$ cat src/rtl/hazard_detection_unit_if.sv
// Pipeline hazard control bundle: ID/EX hazard inputs toward the unit and
// pipeline enables, flush/bubble controls and status back to the datapath.
interface hazard_detection_unit_if #(
    parameter int CNT_W = 16
);
    logic [4:0]       IF_ID_rs1;
    logic [4:0]       IF_ID_rs2;
    logic             IF_ID_uses_rs2;
    logic [4:0]       ID_EX_rd;
    logic             ID_EX_MemRead;
    logic             Branch_Taken;
    logic             Mem_Busy;

    logic             PC_Write;
    logic             IF_ID_Write;
    logic             ID_EX_Write;
    logic             EX_MEM_Write;
    logic             ID_EX_Bubble;
    logic             IF_ID_Flush;
    logic             ID_EX_Flush;
    logic [1:0]       state;
    logic [CNT_W-1:0] stall_count;
    logic [CNT_W-1:0] flush_count;
    logic             hazard_error;

    modport master (
        output IF_ID_rs1, IF_ID_rs2, IF_ID_uses_rs2, ID_EX_rd, ID_EX_MemRead,
               Branch_Taken, Mem_Busy,
        input  PC_Write, IF_ID_Write, ID_EX_Write, EX_MEM_Write, ID_EX_Bubble,
               IF_ID_Flush, ID_EX_Flush, state, stall_count, flush_count,
               hazard_error
    );

    modport slave (
        input  IF_ID_rs1, IF_ID_rs2, IF_ID_uses_rs2, ID_EX_rd, ID_EX_MemRead,
               Branch_Taken, Mem_Busy,
        output PC_Write, IF_ID_Write, ID_EX_Write, EX_MEM_Write, ID_EX_Bubble,
               IF_ID_Flush, ID_EX_Flush, state, stall_count, flush_count,
               hazard_error
    );
endinterface

$ cat src/rtl/hazard_detection_unit.sv
// Pipeline hazard controller: picks one of FREEZE/FLUSH/STALL/NONE per cycle,
// drives pipeline enables combinationally and tracks state, counters, errors.
module hazard_detection_unit #(
    parameter int CNT_W = 16
) (
    input logic                    clk,
    input logic                    reset,
    hazard_detection_unit_if.slave hdu
);

    typedef enum logic [1:0] {
        RUN        = 2'b00,
        LOAD_STALL = 2'b01,
        FLUSH      = 2'b10,
        MEM_WAIT   = 2'b11
    } state_e;

    typedef enum logic [1:0] {
        ACT_NONE,
        ACT_STALL,
        ACT_FLUSH,
        ACT_FREEZE
    } action_e;

    state_e           state_q, state_d;
    logic [CNT_W-1:0] stall_count_q, stall_count_d;
    logic [CNT_W-1:0] flush_count_q, flush_count_d;
    logic             hazard_error_q, hazard_error_d;
    logic             load_use;
    action_e          action;

    function automatic logic [CNT_W-1:0] sat_inc(input logic [CNT_W-1:0] v);
        return (&v) ? v : v + CNT_W'(1);
    endfunction

    always_comb begin
        load_use = hdu.ID_EX_MemRead && (hdu.ID_EX_rd != 5'd0) &&
                   ((hdu.ID_EX_rd == hdu.IF_ID_rs1) ||
                    (hdu.IF_ID_uses_rs2 && (hdu.ID_EX_rd == hdu.IF_ID_rs2)));
    end

    // Freeze masks everything, so a held branch/load-use is acted on only once
    // the memory releases the pipeline.
    always_comb begin
        action = ACT_NONE;
        if (hdu.Mem_Busy)          action = ACT_FREEZE;
        else if (hdu.Branch_Taken) action = ACT_FLUSH;
        else if (load_use)         action = ACT_STALL;
    end

    always_ff @(posedge clk or negedge reset) begin
        if (!reset) begin
            state_q        <= RUN;
            stall_count_q  <= '0;
            flush_count_q  <= '0;
            hazard_error_q <= 1'b0;
        end else begin
            state_q        <= state_d;
            stall_count_q  <= stall_count_d;
            flush_count_q  <= flush_count_d;
            hazard_error_q <= hazard_error_d;
        end
    end

    always_comb begin
        state_d = RUN;
        case (action)
            ACT_FREEZE: state_d = MEM_WAIT;
            ACT_FLUSH:  state_d = FLUSH;
            ACT_STALL:  state_d = LOAD_STALL;
            default:    state_d = RUN;
        endcase
    end

    // A stall right after a stall or flush means EX holds a bubble, which can
    // never be a load, so the inputs are inconsistent.
    always_comb begin
        stall_count_d  = (action == ACT_STALL) ? sat_inc(stall_count_q) : stall_count_q;
        flush_count_d  = (action == ACT_FLUSH) ? sat_inc(flush_count_q) : flush_count_q;
        hazard_error_d = hazard_error_q ||
                         ((action == ACT_STALL) &&
                          ((state_q == LOAD_STALL) || (state_q == FLUSH)));
    end

    always_comb begin
        hdu.PC_Write     = 1'b1;
        hdu.IF_ID_Write  = 1'b1;
        hdu.ID_EX_Write  = 1'b1;
        hdu.EX_MEM_Write = 1'b1;
        hdu.ID_EX_Bubble = 1'b0;
        hdu.IF_ID_Flush  = 1'b0;
        hdu.ID_EX_Flush  = 1'b0;
        if (!reset) begin
            hdu.PC_Write     = 1'b0;
            hdu.IF_ID_Write  = 1'b0;
            hdu.ID_EX_Write  = 1'b0;
            hdu.EX_MEM_Write = 1'b0;
            hdu.ID_EX_Bubble = 1'b1;
        end else begin
            case (action)
                ACT_FREEZE: begin
                    hdu.PC_Write     = 1'b0;
                    hdu.IF_ID_Write  = 1'b0;
                    hdu.ID_EX_Write  = 1'b0;
                    hdu.EX_MEM_Write = 1'b0;
                end
                ACT_FLUSH: begin
                    hdu.IF_ID_Flush = 1'b1;
                    hdu.ID_EX_Flush = 1'b1;
                end
                ACT_STALL: begin
                    hdu.PC_Write     = 1'b0;
                    hdu.IF_ID_Write  = 1'b0;
                    hdu.ID_EX_Bubble = 1'b1;
                end
                default: ;
            endcase
        end
    end

    always_comb begin
        hdu.state        = state_q;
        hdu.stall_count  = stall_count_q;
        hdu.flush_count  = flush_count_q;
        hdu.hazard_error = hazard_error_q;
    end

endmodule

$ cat src/flat_wrapper.sv
// flat-port wrapper written by rule: the top's interface ports become plain ports
module hazard_detection_unit_flat 
#(
    parameter int CNT_W = 16
)
  (clk, reset, hdu_IF_ID_rs1, hdu_IF_ID_rs2, hdu_IF_ID_uses_rs2, hdu_ID_EX_rd, hdu_ID_EX_MemRead, hdu_Branch_Taken, hdu_Mem_Busy, hdu_PC_Write, hdu_IF_ID_Write, hdu_ID_EX_Write, hdu_EX_MEM_Write, hdu_ID_EX_Bubble, hdu_IF_ID_Flush, hdu_ID_EX_Flush, hdu_state, hdu_stall_count, hdu_flush_count, hdu_hazard_error);
  hazard_detection_unit_if #(.CNT_W(CNT_W)) hdu_i ();
  input logic clk;
  input logic reset;
  input wire logic [$bits(hdu_i.IF_ID_rs1)-1:0] hdu_IF_ID_rs1;
  input wire logic [$bits(hdu_i.IF_ID_rs2)-1:0] hdu_IF_ID_rs2;
  input wire logic [$bits(hdu_i.IF_ID_uses_rs2)-1:0] hdu_IF_ID_uses_rs2;
  input wire logic [$bits(hdu_i.ID_EX_rd)-1:0] hdu_ID_EX_rd;
  input wire logic [$bits(hdu_i.ID_EX_MemRead)-1:0] hdu_ID_EX_MemRead;
  input wire logic [$bits(hdu_i.Branch_Taken)-1:0] hdu_Branch_Taken;
  input wire logic [$bits(hdu_i.Mem_Busy)-1:0] hdu_Mem_Busy;
  output wire logic [$bits(hdu_i.PC_Write)-1:0] hdu_PC_Write;
  output wire logic [$bits(hdu_i.IF_ID_Write)-1:0] hdu_IF_ID_Write;
  output wire logic [$bits(hdu_i.ID_EX_Write)-1:0] hdu_ID_EX_Write;
  output wire logic [$bits(hdu_i.EX_MEM_Write)-1:0] hdu_EX_MEM_Write;
  output wire logic [$bits(hdu_i.ID_EX_Bubble)-1:0] hdu_ID_EX_Bubble;
  output wire logic [$bits(hdu_i.IF_ID_Flush)-1:0] hdu_IF_ID_Flush;
  output wire logic [$bits(hdu_i.ID_EX_Flush)-1:0] hdu_ID_EX_Flush;
  output wire logic [$bits(hdu_i.state)-1:0] hdu_state;
  output wire logic [$bits(hdu_i.stall_count)-1:0] hdu_stall_count;
  output wire logic [$bits(hdu_i.flush_count)-1:0] hdu_flush_count;
  output wire logic [$bits(hdu_i.hazard_error)-1:0] hdu_hazard_error;
  assign hdu_i.IF_ID_rs1 = hdu_IF_ID_rs1;
  assign hdu_i.IF_ID_rs2 = hdu_IF_ID_rs2;
  assign hdu_i.IF_ID_uses_rs2 = hdu_IF_ID_uses_rs2;
  assign hdu_i.ID_EX_rd = hdu_ID_EX_rd;
  assign hdu_i.ID_EX_MemRead = hdu_ID_EX_MemRead;
  assign hdu_i.Branch_Taken = hdu_Branch_Taken;
  assign hdu_i.Mem_Busy = hdu_Mem_Busy;
  assign hdu_PC_Write = hdu_i.PC_Write;
  assign hdu_IF_ID_Write = hdu_i.IF_ID_Write;
  assign hdu_ID_EX_Write = hdu_i.ID_EX_Write;
  assign hdu_EX_MEM_Write = hdu_i.EX_MEM_Write;
  assign hdu_ID_EX_Bubble = hdu_i.ID_EX_Bubble;
  assign hdu_IF_ID_Flush = hdu_i.IF_ID_Flush;
  assign hdu_ID_EX_Flush = hdu_i.ID_EX_Flush;
  assign hdu_state = hdu_i.state;
  assign hdu_stall_count = hdu_i.stall_count;
  assign hdu_flush_count = hdu_i.flush_count;
  assign hdu_hazard_error = hdu_i.hazard_error;
  hazard_detection_unit #(.CNT_W(CNT_W)) u_core (.clk(clk), .reset(reset), .hdu(hdu_i));
endmodule
$ cat config.mk
export PLATFORM = sky130hd
export DESIGN_NAME = hazard_detection_unit_flat
export DESIGN_NICKNAME = d
export VERILOG_FILES = /design/src/rtl/hazard_detection_unit_if.sv /design/src/rtl/hazard_detection_unit.sv /design/src/flat_wrapper.sv
export SDC_FILE = /design/constraint.sdc
export NUM_CORES = 1
export LEC_CHECK = 0
export ABC_AREA = 1
export CAP_MARGIN = 5
export CELL_PAD_IN_SITES_DETAIL_PLACEMENT = 1
export CELL_PAD_IN_SITES_GLOBAL_PLACEMENT = 1
export CORE_AREA = 2 2 75 77
export CTS_BUF_LIST = sky130_fd_sc_hd__clkbuf_4 sky130_fd_sc_hd__clkbuf_8
export CTS_CLUSTER_DIAMETER = 150
export CTS_CLUSTER_SIZE = 10
export DETAILED_ROUTE_END_ITERATION = 16
export DIE_AREA = 0 0 77 79
export DONT_BUFFER_PORTS = 1
export PLACE_DENSITY = 0.83
export SETUP_SLACK_MARGIN = 0.05
export SYNTH_ARGS = -nofsm -noshare
export SYNTH_HDL_FRONTEND = slang
export SYNTH_SLANG_ARGS = --single-unit
$ cat constraint.sdc
create_clock -name clk -period 3.23 [get_ports clk]
set_clock_uncertainty 0.05 [all_clocks]
set_input_delay 0.323 -clock clk [delete_from_list [all_inputs] [get_ports clk]]
set_output_delay 0.323 -clock clk [all_outputs]
set_load 0.03 [all_outputs]
# [Word-level counts from Yosys, hierarchy flattened]
# Cells that the tools add are included.
[classes] addsub=2 eq_ne=7 muxes=12 bitwise=2 reduce_logical=13
[ops] cell="adder 16 x 1 -> 16 bit, second input constant" count=2
[ops] cell="AND reduction 16 bit" count=2
[ops] cell="equality test 5 bit" count=2
[ops] cell="2-to-1 mux 1 bit" count=9
[ops] cell="equality test 2 bit, second input constant" count=3
[ops] cell="case mux 2 bit (3 select lines)" count=1
[ops] cell="nonzero test 5 bit" count=1
[ops] cell="equality test 2 x 1 -> 1 bit, second input constant" count=2
[ops] cell="logical AND 1 bit" count=4
[ops] cell="2-to-1 mux 2 bit" count=2
[ops] cell="AND reduction 2 bit" count=2
[ops] cell="logical OR 1 bit" count=3
[ops] cell="inverter 1 bit" count=2
[ops] cell="OR reduction 2 bit" count=1
[word_totals] regBits=35 inputBits=21 out_inout_bits=42

# [Depth between registers and ports, before layout]
# Gate-level depths: netlist of run 1.
[logic_depth] depth_word=11 ltp_mapped=11 depth_no_buf=11

# [Worst setup path before layout of run 1]
# OpenSTA, ideal clock, no wires.
[synth_timing] kind="input-to-output" start="input hdu_IF_ID_rs2[0]" end="output hdu_PC_Write" arrival_ns=1.464 path_slack_ns=1.393 stages=10 path_buffers=1 path_cell_list="inv_1 nand2_1 nand2_1 nor2_1 nand3_1 nand2_2 nand2_1 nand2_1 nor2_1 buf_4"
[synth_between] elab_chain_len=11
[synth_rtl] element="start: declaration" line="flat_wrapper.sv:11" source="input wire logic [$bits(hdu_i.IF_ID_rs2)-1:0] hdu_IF_ID_rs2;"
[synth_rtl] element="equality test 5 bit *" line="hazard_detection_unit.sv:39" source="(hdu.IF_ID_uses_rs2 && (hdu.ID_EX_rd == hdu.IF_ID_rs2)));"
[synth_rtl] element="logical AND 1 bit *" line="hazard_detection_unit.sv:39"
[synth_rtl] element="logical OR 1 bit *" line="hazard_detection_unit.sv:38" source="((hdu.ID_EX_rd == hdu.IF_ID_rs1) ||"
[synth_rtl] element="logical AND 1 bit *" line="hazard_detection_unit.sv:37" source="load_use = hdu.ID_EX_MemRead && (hdu.ID_EX_rd != 5'd0) &&"
[synth_rtl] element="2-to-1 mux 1 bit *" line="hazard_detection_unit.sv:48" source="else if (load_use) action = ACT_STALL;"
[synth_rtl] element="2-to-1 mux 2 bit *" line="hazard_detection_unit.sv:47" source="else if (hdu.Branch_Taken) action = ACT_FLUSH;"
[synth_rtl] element="2-to-1 mux 2 bit *" line="hazard_detection_unit.sv:46" source="if (hdu.Mem_Busy) action = ACT_FREEZE;"
[synth_rtl] element="equality test 2 bit or equality test 2 x 1 -> 1 bit (tied branches)"
[synth_rtl] element="OR reduction 2 bit (no source line) *"
[synth_rtl] element="2-to-1 mux 1 bit * (2 in series)"
[synth_rtl] element="end: declaration" line="flat_wrapper.sv:17" source="output wire logic [$bits(hdu_i.PC_Write)-1:0] hdu_PC_Write;"
# Mark *: on every way between the ends. The rest lies on a longest branch, timed or not.

# [Final worst setup path of run 1]
[layout_timing] start="register u_core.stall_count_q[0], in the netlist u_core.hdu.stall_count[0]" end="register u_core.stall_count_q[14], in the netlist u_core.hdu.stall_count[14]"
[layout_between] elab_chain_len=3
[layout_rtl] element="start: declaration" line="hazard_detection_unit.sv:26" source="logic [CNT_W-1:0] stall_count_q, stall_count_d;"
[layout_rtl] element="start signal: assignment" line="hazard_detection_unit.sv:59" source="stall_count_q <= stall_count_d;"
[layout_rtl] element="parallel branches: the longest is 3 deep, another holds adder 16 x 1 -> 16 bit"
# Several ways; the timed one is not identified.
# A chain may end at the register's enable or synchronous reset.

==> results of run 1 <==
[sequential cells by signal, summed over array words and instances, names as in the netlist]
register,cells
u_core.hdu.stall_count,16
u_core.hdu.hazard_error,1
u_core.hdu.state,2
u_core.hdu.flush_count,16
[critical path, stage by stage, from the launching register on]
cell     delay [ns]
dfrtp_1        0.67
ha_1           0.31
inv_1          0.12
nor3_4         0.24
nand4_1        0.14
nand4_2        0.34
nand2_1        0.12
nand2_2        0.08
[layer usage]
metal  track usage [%]  share of wire, %
met4              7.32               1.5
met2              37.0                52
met3              7.16               6.8
met1              22.8                40
met5                 0                 0
[per-stage QoR]
stage / hold WS (ns) / worst slack [ns] / utilization, %
6_report: 0.154 / 1.10 / 46.8
5_1_grt: 0.173 / 0.916 / 46.8
4_1_cts: 0.152 / 1.06 / 46.8
3_5_place_dp: -0.0217 / 1.08 / 44.0
3_3_place_gp: -0.0218 / 1.13 / 44.0
2_1_floorplan: -0.0226 / 1.39 / -
[final timing paths]
path / slack [ns] / cells after the start / end
setup / recovery: 1.10 / 7 / u_core.hdu.stall_count[14]
hold / removal: 0.15 / 2 / u_core.hdu.state[1]
setup reg to reg: 1.10 / 7 / u_core.hdu.stall_count[14]
hold reg to reg: 0.66 / 2 / u_core.hdu.stall_count[15]
max in group asynchronous: 2.51 / 2 / u_core.hdu.flush_count[5]
min in group asynchronous: 0.42 / 2 / u_core.hdu.stall_count[3]
[cells in the final DEF (no fill, tap or decap), types with 2 or more instances in the layout]
cell and count:
nor2_4 2, nor2_1 30, inv_2 6, clkbuf_8 6
inv_1 33, o21ai_0 3, nor3_2 2, dfrtp_1 35
nand3_1 13, xor2_1 21, nor2_2 2, xnor2_1 8
o21ai_1 3, nand3_2 2, nand4_1 5, ha_1 2
nand2_1 94, nand2_2 24, nor3_4 2, and2_1 2
nor3_1 12
[cell families (layout without fill, tap and decap cells)]
family	after synthesis	after routing
xor gates and xnor gates	29	29
buffers and inverters	45	50
adders and majority gates	2	2
and+or+nand+nor	192	192
DFF	35	35
AOI/OAI and AO/OA	7	7
[power groups by stage]
stage	clock [mW]	sequential [mW]	combinational [mW]
after detailed placement	0	0.666	0.161
after floorplan	0	0.639	0.129
after global routing	0.446	0.667	0.197
after CTS	0.428	0.657	0.177
after global placement	0	0.660	0.151
final	0.414	0.655	0.174
[cell type report]
type                    instances  area (µm²)
multi-input cells             230        1230
well taps                      72        90.1
clock inverters                 2        35.0
flip-flops and latches         35         876
clock buffers                   6        82.6
inverters                      39         146
fillers                       711        2840
repair buffers                  3        37.5
[repair_timing]
item | 4_1_cts | 5_1_grt
setup endpoints to repair | 0 | 0
hold buffers | 2 | 0
buffers inserted | 0 | 0
gates resized for setup | 0 | 0
hold endpoints to repair | 35 | 0
==> out/qor.yml, run 1 <==
synth_compound_area_share_pct: 1.63
postRouteAntennaNets: 0
pin_count: 63
p_clk_share_pct: 33.3
slew_headroom_pct: 30.0
layout-drive-gt1-share_pct: 16.2
overflow: 0
rsz0062_at_grt: "false"
synth_area_leaders: "dfrtp_1 38%, nand2_1 15%, xor2_1 8.0%"
maxCapViolations: 0
syn_area_per_cell_um2: 7.43
cp.required_ns: 3.41
report.final.slew_viol_count: 0
grt_pass1_wl_um: 10100
netlist_instances: 310
p_seq_share_pct: 52.7
antenna_found_initial: 0
numCtsBuffers: 5
fp.dieH_um: 79
synthFlopType: "dfrtp_1"
drtIter0Drc: 81
switching_share_pct: 35.9
synth_fa_ha_area_share_pct: 1.09
finalCritPeriodShare_pct: 66.1
netlist.area_leader.share_pct: 38.0
p_sw_uw: 446
fin_setup_tns_ns: 0
area_growth_pct: 8.36
synthSimpleGateAreaFrac_pct: 39.4
total_power_mw: 1.24
diodes: 0
grt_max_degree: 36
worst_slew_pin_slew_ns: 1.05
synth_top_family_by_area: "simple AND/OR/NAND/NOR gates"
synth_xor_area_share_pct: 11.0
grt_pass1_vias: 2143
placed_area_um2: 2350
synth_edf_count: 0
rows: 27
hp-start: "hdu_Branch_Taken"
routed_wl_um: 5840
arrival_ns: 2.32
final_nets: 337
cts_root_buf: "clkbuf_8"
timing_hold_violations_final: 0
post_drt_wl_per_cell_um: 15.1
stdcell_area_um2: 2500
setup_viol: 0
status: "finished clean"
place_hpwl_um: 4440
grt_use_total_pct: 20.6
core_area_um2: 5340
clock-sinks: 35
cts_max_level: 2
syn_area_um2: 2300
synthMostInstantiatedCell: "nand2_1"
dpl.cell_count: 377
ys_ff_latch: 35
power_frac_comb_pct: 14.0
crit_fanout: 16
powerDensity_nw_per_um2: 498
clkSlewWorstSetupHoldPaths_ns: 0.07
drc: 0
synthMuxAreaShare_pct: 0
dieArea_um2: 6080
die_x_um: 77
start_util_pct: 43.2
fmax_mhz: 469
ys_seq_area_share_pct: 38.0
power.internal_uw: 797
stdcell_count: 387
gp_congestion: 0.909
synthArstFlopShare_pct: 100
worstSetupEndpointType: "flop"
cts_tree: "yes"
clockBufferDepth: 2
first_pass_iters: 5
syn-num-nets: 333
io_buffers: 0
crit_type: "flop to flop"
vdd_drop_max_mv: 0.266
synth_area_leader_cell: "dfrtp_1"
critPathLaunch: "u_core.hdu.stall_count[0]"
vias: 1968
holdCritPathClass: "input port to flop"
yosysUniqueCellTypes: 25
post-route-min-period_ns: 2.13
vias_per_cell: 5.09
clk-insertion-delay-late_ns: 0.29
synth_common_cells: "94 x nand2_1, 35 x dfrtp_1, 33 x inv_1"
start_kind: "flop"
p_leak_nw: 1.21
ys_warn_count: 0
worstReg2RegStart: "u_core.hdu.stall_count[0]"
(Power assumes the default switching activity.)
==> inputs of run 2 (changes only) <==
clock period = 2 ns   (was 3.23 ns; I/O delays follow)
==> run 2 against run 1 <==
Effect of this change: critical path type unchanged; core utilization rose by 5.1 points; global-route usage rose by 1.9 points; non-clock buffer count rose by 35; highest routed layer unchanged; register-to-register slack got worse by 0.89 ns; final area rose by 11%; largest cell class unchanged.
==> out/qor.yml, run 2 (synthesized netlist as in run 1, its figures left out) <==
cp_top_family: "simple AND/OR/NAND/NOR gates"
start_kind: "flop"
rsz0062_at_grt: "false"
fin_util_pct: 51.9
final_cell_mix: "94 x nand2_1, 36 x buf_4, 35 x dfrtp_1, 33 x inv_1, 30 x nor2_1"
holdPathEnd: "u_core.hdu.state[1]"
clk-insertion-delay-late_ns: 0.29
crit_type: "flop to flop"
pin_count: 63
arrival_ns: 1.97
holdCritPathClass: "input port to flop"
postRouteAntennaNets: 0
max_stage_delay_ns: 0.43
numCtsBuffers: 5
drtIter0Drc: 102
antenna_found_initial: 0
cp.required_ns: 2.18
status: "finished clean"
fin_setup_tns_ns: 0
final_common_cell: "nand2_1"
fmax_mhz: 559
timing_hold_violations_final: 0
rrSetupSlack_ns: 0.21
gp_congestion: 0.882
start_util_pct: 43.2
critPathSlowestCell: "nor2_4"
worstReg2RegStart: "u_core.hdu.stall_count[0]"
report.final.slew_viol_count: 0
dieArea_um2: 6080
vdd_drop_max_mv: 0.354
worst-path-buf-inv: 1
cts_root_buf: "clkbuf_8"
reg2regPathDepth: 8
rows: 27
fp.dieH_um: 79
worstSetupEndpointType: "flop"
overflow: 0
post-route-min-period_ns: 1.79
grt_pass1_wl_um: 10800
cts_tree: "yes"
total_power_mw: 2.12
clock-sinks: 35
clockBufferDepth: 2
dp_slack_ns: 0.168
core_area_um2: 5340
post_drt_wl_per_cell_um: 15.5
worst_slew_pin_slew_ns: 0.526
finalCritPeriodShare_pct: 89.5
die_x_um: 77
first_pass_iters: 4
critPathLaunch: "u_core.hdu.stall_count[0]"
worstReg2RegEnd: "u_core.hdu.stall_count[15]"
setup_viol: 0
p_leak_nw: 1.39
vias: 2095
vias_per_cell: 4.96
slew_headroom_pct: 64.8
layout-drive-gt1-share_pct: 24.6
cp_cell_sequence: "ha_1 -> inv_1 -> nor3_4 -> nand2_2 -> nor2_4 -> nor2_4 -> nand2_1 -> nand2_1"
routed_wl_um: 6560
hp-start: "hdu_Branch_Taken"
drc: 0
fin_ws_ns: 0.210
powerDensity_nw_per_um2: 766
io_buffers: 0
grt_use_total_pct: 22.6
maxCapViolations: 0
hold_path_depth: 2
grt_max_degree: 36
grt_pass1_vias: 2399
cts_max_level: 2
crit_fanout: 16
post_cts_buffers: 0
area_growth_pct: 20.3
diodes: 0
place_hpwl_um: 5050
final_nets: 372
clkSlewWorstSetupHoldPaths_ns: 0.07
## run 2: power breakdown
group | switching [mW] | internal [mW]
Clock | 0.264 | 0.403
Combinational | 0.416 | 0.190
Sequential | 0.0615 | 0.785
Total | 0.742 | 1.38
## run 2: layer usage
metal | global-route usage [%] | wire length (µm) | up-vias
met5 | 0 | 0 | -
met4 | 6.43 | 78 | 0
met3 | 6.70 | 347 | 9
met2 | 46.4 | 3710 | 49
met1 | 21.4 | 2420 | 1017
li1 | - | - | 1020
## run 2: worst reg2reg max path, delay by kind of cell (launching register included)
family                     cells  cell delay [ns]
buffers and inverters          1             0.18
adders and majority gates      1             0.24
DFF                            1             0.39
and+or+nand+nor                6             0.88
## run 2: worst max-delay path by stage
stage	to	depth (start not counted)
2_1_floorplan	u_core.hdu.stall_count[5]	8
3_3_place_gp	u_core.hdu.flush_count[8]	10
3_5_place_dp	u_core.hdu.flush_count[8]	10
4_1_cts	u_core.hdu.flush_count[8]	10
5_1_grt	u_core.hdu.stall_count[15]	8
6_report	u_core.hdu.stall_count[15]	8
## run 2: metrics by stage
stage / instances / hold WS [ns] / cell area [µm²]
2_1_floorplan: 310 / -0.146 / 2300
3_3_place_gp: 412 / -0.145 / 2610
3_5_place_dp: 412 / -0.145 / 2610
4_1_cts: 422 / 0.0191 / 2760
5_1_grt: 422 / 0.0304 / 2770
6_report: 422 / 0.0413 / 2770
## run 2: cell type report
| cell class | instances | area [µm²] |
|---|---|---|
| flip-flops and latches | 35 | 876 |
| inverters | 39 | 149 |
| repair buffers | 38 | 300 |
| fillers | 738 | 2570 |
| clock inverters | 2 | 35.0 |
| well taps | 72 | 90.1 |
| multi-input cells | 230 | 1240 |
| clock buffers | 6 | 82.6 |
## run 2: what timing repair did
action / 4_1_cts / 5_1_grt
hold buffers: 2 / 0
setup endpoints to repair: 0 / 8
resized for setup: 0 / 2
hold endpoints to repair: 35 / 0
==> inputs of run 3 (changes only) <==
CORE_AREA = 2 2 85 87   (was 2 2 75 77)
DIE_AREA = 0 0 87 89   (was 0 0 77 79)
DONT_BUFFER_PORTS = unset   (was 1)
PLACE_DENSITY = 0.85   (was 0.83)
==> run 3 against run 2 <==
Effect of this change: count of clock-buffer cells in the layout stayed put; final area is 14% higher; cell count is 9.5% higher; critical endpoint is now hdu_PC_Write; die area is 27% higher; core utilization is 4.8 points lower; sequential share of layout area is 3.9 points lower; critical path depth is 2 higher; worst setup slack worse by 0.028 ns; global-route usage is 5.1 points lower; sequential cell count stayed put; wire length is 2.7% lower; hold slack better by 0.43 ns.
==> out/qor.yml, run 3 (synthesized netlist as in run 1, its figures left out) <==
slew_headroom_pct: 69.4
area_growth_pct: 37.3
numCtsBuffers: 5
start_kind: "input port"
postRouteAntennaNets: 0
final_nets: 404
layout-drive-gt1-share_pct: 16.8
post_cts_buffers: 0
dp_slack_ns: 0.127
final_common_cell: "nand2_1"
routed_wl_um: 6380
met3_usage_pct: 3.14
drtIter0Drc: 84
finalCritPeriodShare_pct: 90.9
dieArea_um2: 7740
grt_max_degree: 36
holdCritPathClass: "flop to flop"
drc: 0
first_pass_iters: 4
post-route-min-period_ns: 1.82
worst_slew_pin_slew_ns: 0.459
crit_fanout: 4
rows: 30
diodes: 0
core_area_um2: 6720
vias: 2239
cts_tree: "yes"
arrival_ns: 1.57
fp.dieH_um: 89
powerDensity_nw_per_um2: 733
fin_ws_ns: 0.182
use_met1_pct: 20.7
clk-insertion-delay-late_ns: 0.29
fin_setup_tns_ns: 0
start_util_pct: 34.3
grt_pass1_vias: 2387
setup_viol: 0
rsz0062_at_grt: "false"
gp_congestion: 0.777
cts_max_level: 2
final_cell_mix: "94 x nand2_1, 52 x clkdlybuf4s50_1, 35 x dfrtp_1, 33 x inv_1, 29 x nor2_1"
status: "finished clean"
grt_pass1_wl_um: 10700
die_x_um: 87
total_power_mw: 2.32
clockBufferDepth: 2
vias_per_cell: 4.85
io_buffers: 62
place_hpwl_um: 5050
vdd_drop_max_mv: 0.295
grt_use_total_pct: 17.5
cp.required_ns: 1.75
antenna_found_initial: 0
worstSetupEndpointType: "output pin"
clkSlewWorstSetupHoldPaths_ns: 0.06
top_usage_layer: "met2"
report.final.slew_viol_count: 0
overflow: 0
p_leak_nw: 1.50
crit_type: "input port to output pin"
pin_count: 63
maxCapViolations: 0
timing_hold_violations_final: 0
use_met2_pct: 32.3
post_drt_wl_per_cell_um: 13.8
fmax_mhz: 550
clock-sinks: 35
cts_root_buf: "clkbuf_8"
## run 3: cell types whose count changed in the layout (fill, tap and decap cells not counted), sizes merged
| cell | delta |
|---|---|
| bufinv | +1 |
| clkdlybuf4s50 | +52 |
| buf | -23 |
| clkinv | -1 |
| clkbuf | +1 |
| dlymetal6s2s | +2 |
## run 3: final cells by class
class / instances / area [µm²]
multi-input cells: 230 / 1230
well taps: 80 / 100
clock inverters: 2 / 60.1
repair buffers: 70 / 678
flip-flops and latches: 35 / 876
inverters: 39 / 146
fillers: 834 / 3560
clock buffers: 6 / 76.3
## run 3: where the power goes
| group | internal [mW] | switching, mW | total (mW) |
|---|---|---|---|
| registers | 0.786 | 0.0895 | 0.875 |
| logic | 0.272 | 0.387 | 0.659 |
| clock network | 0.512 | 0.271 | 0.783 |
| total | 1.57 | 0.748 | 2.32 |
## run 3: layer usage
| layer | vias up | part of all wire (%) |
|---|---|---|
| met4 | 0 | 0.89 |
| met1 | 1090 | 43 |
| met5 | - | 0 |
| met3 | 7 | 3.8 |
| met2 | 50 | 52 |
| li1 | 1092 | - |
## run 3: worst max-delay path, stage by stage
cell             delay (ns)
clkdlybuf4s50_1        0.54
nand2_1                0.08
nand2_1                0.06
nor2_1                 0.04
nand3_1                0.09
nand2_2                0.08
nand2_1                0.07
nand2_1                0.07
nor2_1                 0.15
buf_4                  0.19
## run 3: stage by stage
stage          instances  cell area [µm²]  util (%)  hold WS (ns)
2_1_floorplan        310             2300         -        -0.146
3_3_place_gp         453             3010      44.8         0.308
3_5_place_dp         453             3010      44.8         0.313
4_1_cts              462             3160      47.0         0.480
5_1_grt              462             3160      47.1         0.490
6_report             462             3160      47.1         0.471
## run 3: what timing repair did
item	in CTS	in global routing
hold buffers	1	0
gates resized for setup	0	3
hold endpoints to repair	25	0
endpoints found under the setup margin	0	3
## run 3: final timing paths
check	start	endpoint	slack, ns	cells after the start
worst max-delay path	hdu_ID_EX_rd[1]	hdu_PC_Write	0.18	10
worst min-delay path	u_core.hdu.stall_count[15]	u_core.hdu.stall_count[15]	0.47	2
worst max register to register	u_core.hdu.stall_count[1]	u_core.hdu.stall_count[10]	0.24	8
worst min register to register	u_core.hdu.stall_count[15]	u_core.hdu.stall_count[15]	0.47	2
max in group asynchronous	reset	u_core.hdu.stall_count[11]	1.02	3
min in group asynchronous	reset	u_core.hdu.hazard_error	0.54	3
==> edit, RTL diff (flow settings as in run 3) <==
`CNT_W` is set to 16 in 3 places; all go to 18.
--- a/src/rtl/hazard_detection_unit_if.sv
+++ b/src/rtl/hazard_detection_unit_if.sv
@@ -1,7 +1,7 @@
 // Pipeline hazard control bundle: ID/EX hazard inputs toward the unit and
 // pipeline enables, flush/bubble controls and status back to the datapath.
 interface hazard_detection_unit_if #(
-    parameter int CNT_W = 16
+    parameter int CNT_W = 18
 );
     logic [4:0]       IF_ID_rs1;
     logic [4:0]       IF_ID_rs2;
--- a/src/rtl/hazard_detection_unit.sv
+++ b/src/rtl/hazard_detection_unit.sv
@@ -1,7 +1,7 @@
 // Pipeline hazard controller: picks one of FREEZE/FLUSH/STALL/NONE per cycle,
 // drives pipeline enables combinationally and tracks state, counters, errors.
 module hazard_detection_unit #(
-    parameter int CNT_W = 16
+    parameter int CNT_W = 18
 ) (
     input logic                    clk,
     input logic                    reset,
--- a/src/flat_wrapper.sv
+++ b/src/flat_wrapper.sv
@@ -1,7 +1,7 @@
 // flat-port wrapper written by rule: the top's interface ports become plain ports
 module hazard_detection_unit_flat 
 #(
-    parameter int CNT_W = 16
+    parameter int CNT_W = 18
 )
   (clk, reset, hdu_IF_ID_rs1, hdu_IF_ID_rs2, hdu_IF_ID_uses_rs2, hdu_ID_EX_rd, hdu_ID_EX_MemRead, hdu_Branch_Taken, hdu_Mem_Busy, hdu_PC_Write, hdu_IF_ID_Write, hdu_ID_EX_Write, hdu_EX_MEM_Write, hdu_ID_EX_Bubble, hdu_IF_ID_Flush, hdu_ID_EX_Flush, hdu_state, hdu_stall_count, hdu_flush_count, hdu_hazard_error);
   hazard_detection_unit_if #(.CNT_W(CNT_W)) hdu_i ();
Ports: changed (resized hdu_flush_count and hdu_stall_count); port bits go from 63 to 67. No check against the original RTL was run, so the function may have changed too.
==> edit against run 3 <==
Synthesized area increased by 12%. Utilization up 5.0 points. Wire length rose by 12%. Highest routed layer unchanged. Register-to-register slack lost 0.03 ns. Design area grew 11%. Synthesized cell count is 19% higher. Sequential cell count rose by 4. Setup slack got worse by 0.030 ns. Total power down 13%.
==> edit: results (changes against run 3) <==
stage;metric;value;unit;change
critical_path;critPathMaxStageDelay;0.52;ns;was 0.54 ns
outcome;status;complete, no violations;;unchanged
layout;drive_above_1_share;0.1183;;was 0.1675
critical_path;r2r_cells;10;;was 8
critical_path;reg2reg_from;u_core.hdu.flush_count[1];;was u_core.hdu.stall_count[1]
critical_path;rr_endpoint;u_core.hdu.flush_count[15];;was u_core.hdu.stall_count[10]
critical_path;path_max_fanout;3;;was 4
critical_path;critPathLaunch;hdu_ID_EX_rd[2];;was hdu_ID_EX_rd[1]
global_routing;use_met2;0.3470;;was 0.3234
power_and_ir_drop;ir_drop;0.2358;mV;was 0.2946 mV
clocking;h-tree-depth;2;;unchanged
global_routing;met3_usage;0.02401;;was 0.03139
route;drt_iter0_drc;88;;was 84
global_routing;grt_pass1_wl;12230;µm;was 10700 µm
power_and_ir_drop;p_sw_frac;0.3273;;was 0.3227
power_and_ir_drop;p_int;1355;µW;was 1569 µW
route;drt-met1-wl;3261;µm;was 2766 µm
synth;synth.top_cells.by_count;nand2_1 (173), dfrtp_1 (39), nor2_1 (36);;was nand2_1 (94), dfrtp_1 (35), inv_1 (33)
critical_path;worstPathArrival;1.60;ns;was 1.57 ns
global_routing;grt_pass1_vias;2665;;was 2387
clocking;insertion_delay;0.29;ns;about the same
place;dp_hpwl;5722;µm;was 5047 µm
clocking;clk_pin_slew;0.08;ns;was 0.06 ns
min_path;hp-class;input pin to asynchronous set/reset pin;;was register to register
clocking;cts.repair.resized;1;;was 0
place;portBuffers;66;;was 62
timing;worst_slew_margin_rel;0.7344;;was 0.6937
place;pre_cts_ws;0.01552;ns;was 0.1268 ns
synth;netlist_top_cells_area;dfrtp_1 (38%), nand2_1 (25%), xnor2_1 (6.1%), nor2_1 (5.2%), inv_1 (4.2%);;was dfrtp_1 (38%), nand2_1 (15%), xor2_1 (8.0%), nand2_2 (6.5%), inv_1 (5.4%)
global_routing;grt_start_max_net_pins;30;;was 36
layout;instances_no_fill;528;;was 462
global_routing;gr-usage-all-layers;0.1977;;was 0.1747
timing;period_minus_slack;1.848;ns;was 1.818 ns
layout;nets;470;;was 404
route;dr_wl_met2;3560;µm;was 3316 µm
layout;antenna_cells;0;;unchanged
critical_path;reg2reg_setup_slack;0.21;ns;was 0.24 ns
route;drt_first_pass_iters;4;;unchanged
place;placed_cell_area;0.003352;mm²;was 0.003009 mm²
route;wl_met3;220;µm;was 242 µm
place;dp.cells;517;;was 453
route;vias_per_cell;4.941;;was 4.846
place;gp_congestion;0.8130;;was 0.7774
synth;synthesis.nets;392;;was 333
synth;synthCells;369;;was 310
route;detail_route.wl_per_cell;13.58;µm;was 13.81 µm
global_routing;gr-usage-met1;0.2529;;was 0.2065
power_and_ir_drop;pg_comb;551;µW;was 659 µW
timing;hold_slack;0.2781;ns;was 0.4714 ns
power_and_ir_drop;cellLeakagePower;0.001698;µW;was 0.001496 µW
synth;yosysSeqAreaShare;0.3772;;was 0.3802
synth;ys_types;26;;was 25
power_and_ir_drop;pg_clk;555;µW;was 783 µW
edit: changes by cell type in the layout (fill, tap and decap cells not counted), moves of 3 or more:
cell            run 3  this run
nand2_1            94       172
nor3_1             13         5
buf_4              13        17
nand2_2            24         2
inv_1              33        29
xor2_1             21        12
o21ai_1             3         0
xnor2_1             8        18
nor2_1             29        34
inv_2               6         3
dfrtp_1            35        38
edit: cells by family after synthesis:
kind of cell | synth area share
and+or+nand+nor | 0.4236
buffers and inverters | 0.07543
DFF | 0.3772
xor gates and xnor gates | 0.1015
AOI/OAI and AO/OA | 0.01257
adders and majority gates | 0.009670
edit: cell type report:
type,instances,area [µm²]
multi-input combinational,290,1441
sequential,39,977.2
fill,843,3218
clock inverter,1,5.005
timing repair buffer,79,773.2
clock buffer,7,83.83
inverter,32,120.1
tap,80,100.1
edit: worst max-delay path, delay by kind of cell:
family	cells	cell delay, ns
buffers and inverters	3	0.74
and+or+nand+nor	8	0.65
